[src/rtl/hanming_spi_rx.sv]
// SPI mode-0 slave receiver for 12-bit Hamming codewords, MSB-first, streaming under one chip-select.
// Optional frame/error statistics counters are compiled in with `define HANMING_SPI_RX_STAT_EN.
module hanming_spi_rx #(
    parameter int FRAME_BITS  = 12,
    parameter int SYNC_STAGES = 2
) (
    input  logic                  clk,
    input  logic                  rst,
    input  logic                  EN,
    input  logic                  spi_sclk,
    input  logic                  spi_cs_n,
    input  logic                  spi_mosi,
    output logic [FRAME_BITS-1:0] Data_in,
    output logic                  Data_Fram,
    output logic                  busy,
    output logic                  short_err,
`ifdef HANMING_SPI_RX_STAT_EN
    output logic [15:0]           good_cnt,
    output logic [15:0]           short_cnt,
`endif
    output logic                  dbg_state
);
    localparam int CW = (FRAME_BITS > 2) ? $clog2(FRAME_BITS) : 1;
    localparam logic [CW-1:0] LAST_BIT = CW'(FRAME_BITS - 1);

    typedef enum logic {S_IDLE = 1'b0, S_SHIFT = 1'b1} state_t;

    logic [SYNC_STAGES-1:0] r_sclk_sync, r_cs_sync, r_mosi_sync;
    logic                   r_sclk_hist, r_rise, r_cs_d, r_mosi_d, r_armed;
    logic                   w_sclk_s, w_cs_s, w_mosi_s;

    state_t                 r_state, w_state_nxt;
    logic [CW-1:0]          r_bit_cnt, w_cnt_nxt;
    logic [FRAME_BITS-1:0]  r_shreg, w_shreg_nxt, w_word, r_data_in;
    logic                   w_complete, w_short, w_last;
    logic                   r_fram_pend, r_data_fram, r_short_err;

    assign w_sclk_s = r_sclk_sync[SYNC_STAGES-1];
    assign w_cs_s   = r_cs_sync[SYNC_STAGES-1];
    assign w_mosi_s = r_mosi_sync[SYNC_STAGES-1];

    // Rise flag is registered; cs and mosi get one matching stage so all three stay aligned.
    always_ff @(posedge clk) begin
        if (rst) begin
            r_sclk_sync <= '0;
            r_cs_sync   <= '1;
            r_mosi_sync <= '0;
            r_sclk_hist <= 1'b0;
            r_rise      <= 1'b0;
            r_cs_d      <= 1'b1;
            r_mosi_d    <= 1'b0;
        end else begin
            r_sclk_sync <= {r_sclk_sync[SYNC_STAGES-2:0], spi_sclk};
            r_cs_sync   <= {r_cs_sync[SYNC_STAGES-2:0], spi_cs_n};
            r_mosi_sync <= {r_mosi_sync[SYNC_STAGES-2:0], spi_mosi};
            r_sclk_hist <= w_sclk_s;
            r_rise      <= w_sclk_s & ~r_sclk_hist;
            r_cs_d      <= w_cs_s;
            r_mosi_d    <= w_mosi_s;
        end
    end

    // A frame may only start after cs_n has been seen high while enabled.
    always_ff @(posedge clk) begin
        if (rst || !EN) r_armed <= 1'b0;
        else if (r_cs_d) r_armed <= 1'b1;
    end

    always_comb begin
        w_state_nxt = r_state;
        w_cnt_nxt   = r_bit_cnt;
        w_shreg_nxt = r_shreg;
        w_complete  = 1'b0;
        w_short     = 1'b0;
        w_last      = 1'b0;
        w_word      = {r_shreg[FRAME_BITS-2:0], r_mosi_d};
        if (!EN) begin
            w_state_nxt = S_IDLE;
            w_cnt_nxt   = '0;
            w_shreg_nxt = '0;
        end else begin
            case (r_state)
                S_IDLE: begin
                    if (!r_cs_d && r_armed) begin
                        w_state_nxt = S_SHIFT;
                        w_cnt_nxt   = '0;
                        w_shreg_nxt = '0;
                        if (r_rise) begin
                            w_shreg_nxt = {{(FRAME_BITS-1){1'b0}}, r_mosi_d};
                            w_cnt_nxt   = CW'(1);
                        end
                    end
                end
                S_SHIFT: begin
                    w_last = r_rise && (r_bit_cnt == LAST_BIT);
                    if (r_rise) begin
                        w_shreg_nxt = w_word;
                        w_cnt_nxt   = w_last ? '0 : r_bit_cnt + CW'(1);
                        w_complete  = w_last;
                    end
                    // A final bit landing with the cs_n rise still completes the frame.
                    if (r_cs_d) begin
                        w_state_nxt = S_IDLE;
                        w_cnt_nxt   = '0;
                        w_shreg_nxt = '0;
                        w_short     = !w_last && (r_bit_cnt != '0);
                    end
                end
                default: w_state_nxt = S_IDLE;
            endcase
        end
    end

    always_ff @(posedge clk) begin
        if (rst) begin
            r_state     <= S_IDLE;
            r_bit_cnt   <= '0;
            r_shreg     <= '0;
            r_data_in   <= '0;
            r_fram_pend <= 1'b0;
            r_data_fram <= 1'b0;
            r_short_err <= 1'b0;
        end else begin
            r_state     <= w_state_nxt;
            r_bit_cnt   <= w_cnt_nxt;
            r_shreg     <= w_shreg_nxt;
            if (w_complete) r_data_in <= w_word;
            r_fram_pend <= w_complete;
            r_data_fram <= r_fram_pend & EN;
            r_short_err <= w_short;
        end
    end

`ifdef HANMING_SPI_RX_STAT_EN
    logic [15:0] r_good_cnt, r_short_cnt;

    always_ff @(posedge clk) begin
        if (rst) begin
            r_good_cnt  <= '0;
            r_short_cnt <= '0;
        end else if (EN) begin
            if (r_data_fram && (r_good_cnt != 16'hFFFF)) r_good_cnt <= r_good_cnt + 16'd1;
            if (r_short_err && (r_short_cnt != 16'hFFFF)) r_short_cnt <= r_short_cnt + 16'd1;
        end
    end

    assign good_cnt  = r_good_cnt;
    assign short_cnt = r_short_cnt;
`endif

    assign Data_in   = r_data_in;
    assign Data_Fram = r_data_fram;
    assign short_err = r_short_err;
    assign busy      = (r_state == S_SHIFT);
    assign dbg_state = r_state;
endmodule
[config.mk]
export PLATFORM = sky130hd
export DESIGN_NAME = hanming_spi_rx
export DESIGN_NICKNAME = d
export VERILOG_FILES = /design/src/rtl/hanming_spi_rx.sv
export SDC_FILE = /design/constraint.sdc
export NUM_CORES = 1
export LEC_CHECK = 0
export ABC_CLOCK_PERIOD_IN_PS = 1600
export CAP_MARGIN = 20
export CORE_MARGIN = 5
export CORE_UTILIZATION = 40
export DETAILED_ROUTE_END_ITERATION = 10
export PLACE_DENSITY = 0.64
export SLEW_MARGIN = 20
export SYNTH_ARGS = -nofsm -noshare
export SYNTH_HDL_FRONTEND = slang
export SYNTH_SLANG_ARGS = --single-unit
[constraint.sdc]
create_clock -name clk -period 1.6 [get_ports clk]
set_input_delay 0.32 -clock clk [delete_from_list [all_inputs] [get_ports clk]]
set_output_delay 0.32 -clock clk [all_outputs]
set_load 0.1 [all_outputs]
==> results by group <==
Run status
  – Status: finished, final reports clean

Critical path
  – Setup crit end kind: flop
  – Critical path class: flop to flop
  – Kind of start point of the critical path: flop
  – Slowest stage delay, CP: 380 ps
  – Critical path peak fanout: 6
  – Critical path cell sequence: ha_2 -> and4b_1 -> and3_1 -> buf_4 -> nand2_1 -> a21oi_1
  – CP delay by family, top: simple AND/OR/NAND/NOR gates
  – Crit path required time: 1820 ps
  – Sum of buffers and inverters on the critical path: 1
  – Stages on worst setup path: 6
  – Critical path's slowest cell: dfxtp_1
  – CP arrival: 1700 ps
  – Worst Reg-to-Reg Cells: 6

Cells and area
  – Filler cells: 325
  – Inserted Diodes: 0
  – Most common cell after layout, fill and taps aside: dfxtp_1
  – Commonest cells after routing, fill and taps aside: dfxtp_1 (40), nand2_1 (37), a21oi_1 (24)
  – Fraction of layout cells with a size suffix above 1: 21.61%
  – Area growth, synth to finish: 37.28%
  – Final #Nets: 206
  – Layout Utilization: 56.25%
  – Final Cell Area: 0.002059 mm²

CTS
  – CTS Hold Bufs: 0
  – CTS buffer count: 5
  – CTS Buffer Depth: 2
  – Clock Sinks: 42
  – Setup Fix Bufs, Post-CTS: 0
  – Clock Latency Late Sink: 290 ps
  – CTS tree: done
  – Reg clk slew, reported paths: 80 ps
  – CTS root buf: clkbuf_8
  – H-tree depth: 2

GRT
  – Vias in the first global route: 1,229
  – Gr usage total: 13.22%
  – Gr ovfl total: 0
  – Pin count of the biggest net entering global routing: 17
  – Initial antenna violation count: 0
  – First-pass GRT wire length: 5292 µm

Timing
  – Worst Skew: 6.695 ps
  – Tightest Pin Transition: 304.0 ps
  – Fmax: 0.6781 GHz
  – Relative slew slack: 79.66%
  – Period minus WS final: 1475 ps
  – Final hold viol count: 0
  – Setup violations, final: 0
  – Final Slew Violations: 0
  – RSZ-0062 raised after global routing: false
  – Setup TNS Final: 0 ps
  – Final period utilization: 92.17%

Detailed routing
  – Drt pass-1 iters: 4
  – Drt drc: 0
  – Antenna-violating nets left: 0
  – Iter 0 DRT Violations: 70
  – Drt wl/cell: 12.33 µm
  – Vias: 1,243
  – Drt total wl: 3046 µm
  – Routed vias/inst: 5.032

Power and ir drop
  – P per Cell Area: 877.9 mW/mm²
  – Switching pwr: 0.3800 mW
  – Clk pwr share: 38.5%
  – Internal power: 1.428 mW
  – Sw frac: 21.02%
  – Leakage: 0.7149 nW
  – Sequential power share: 58.6%
  – Worst vdd ir: 0.0005234 V
  – Gate power share: 2.9%

Synth
  – Synth cell types: 29
  – Asr flop ratio synth: 0%
  – Mean post-synth cell area: 8.722 µm²
  – Ys Warns: 0
  – Synthesized instance count: 172
  – Post-synth EDFFs: 0
  – #FFs+latches synth: 42
  – Sequential fraction of the synthesis area: 56.05%
  – Main synth FF type: dfxtp_1
  – Syn Std Cell Area: 0.001500 mm²
  – Syn_nets: 180

Flow run
  – Max Cap Viol: 0

Die
  – Die Height: 71.24 µm
  – Die area: 0.005075 mm²
  – Io pins: 22
  – # rows: 22
  – Core area: 0.003661 mm²
  – DIE WIDTH: 71.24 µm
  – Initial Util: 40.98%

Min path
  – Hold WC Path Type: flop to flop
  – Hold path cells: 1

Placement
  – DP Area: 0.001952 mm²
  – DPL Wire Length: 2210 µm
  – Count of input and output buffers: 21
  – GPL Wtd Cong: 0.8872
final cells by class:
| cell class | instances | area [µm²] | share of cell area [%] |
|---|---|---|---|
| inverter | 4 | 15.01 | 0.7290 |
| multi-input combinational | 115 | 605.6 | 29.40 |
| timing repair buffer | 30 | 437.9 | 21.26 |
| clock inverter | 2 | 12.51 | 0.6075 |
| clock buffer | 6 | 82.58 | 4.010 |
| sequential | 42 | 845.8 | 41.07 |
| tap | 48 | 60.06 | 2.916 |
repair_timing:
item | 4_1_cts | 5_1_grt
endpoints found under the setup margin | 0 | 8
gates resized for setup | 0 | 4
hold endpoints to repair | 0 | 0
synth_stat cells (all sizes together) (2+ instances only):
master / instances / area share, %
inv: 4 / 1.0
dfxtp: 42 / 56
nor2b: 7 / 2.9
or2: 3 / 1.3
o22ai: 2 / 1.3
nand3: 14 / 4.7
clkbuf: 6 / 1.5
a21oi: 24 / 8.0
buf: 5 / 1.8
ha: 2 / 1.7
nor2: 10 / 2.5
nand2: 37 / 9.3
nand2b: 2 / 1.0
o21ai: 2 / 0.67
logic make-up after synthesis:
group	Yosys count	share of synthesized area, %
and+or+nand+nor	80	25.27
buffers and inverters	15	4.337
adders and majority gates	2	1.668
muxes	1	0.6672
DFF	42	56.05
AOI/OAI and AO/OA	32	12.01
power by group through the flow:
stage	clock network [mW]	logic, mW	registers, mW
final	0.696	0.0530	1.06
after global routing	0.766	0.0576	1.06
after CTS	0.720	0.0532	1.06
after detailed placement	0	0.0532	1.08
after global placement	0	0.0515	1.08
after floorplan	0	0.0267	1.08
state kept, by name, indices dropped and copies added (netlist names):
register and flops:
Data_Fram 1, Data_in 12, busy 1, r_armed 1, r_bit_cnt 4, r_cs_d 1
r_cs_sync 2, r_fram_pend 1, r_mosi_d 1, r_mosi_sync 2, r_rise 1, r_sclk_hist 1
r_sclk_sync 2, r_shreg 11, short_err 1
path summary, 6_finish.rpt:
| path | start | slack (ps) | to |
|---|---|---|---|
| setup / recovery | r_bit_cnt[0] | 130 | Data_in[3] |
| hold / removal | r_sclk_hist | 390 | r_rise |
| setup reg to reg | r_bit_cnt[0] | 130 | Data_in[3] |
| hold reg to reg | r_sclk_hist | 390 | r_rise |
metrics by stage:
| step | hold WS [ps] | worst slack, ps | power [mW] | instances |
|---|---|---|---|---|
| CTS | 398.5 | 88.48 | 1.832 | 247 |
| floorplan | 367.4 | 16.79 | 1.109 | 172 |
| global route | 413.3 | 21.11 | 1.884 | 247 |
| detailed placement | 384.5 | 123.8 | 1.137 | 239 |
| global placement | 372.5 | 171.0 | 1.135 | 239 |
| finish | 394.5 | 125.3 | 1.808 | 247 |
routing by layer:
layer  routed length, µm  global-route usage [%]  vias up
met5                   0                       0        -
met4                  62                   9.186        0
met3                 170                   3.927        7
met2                1475                   21.02       33
met1                1338                   15.17      579
li1                    -                       -      624
(Power assumes the default switching activity.)
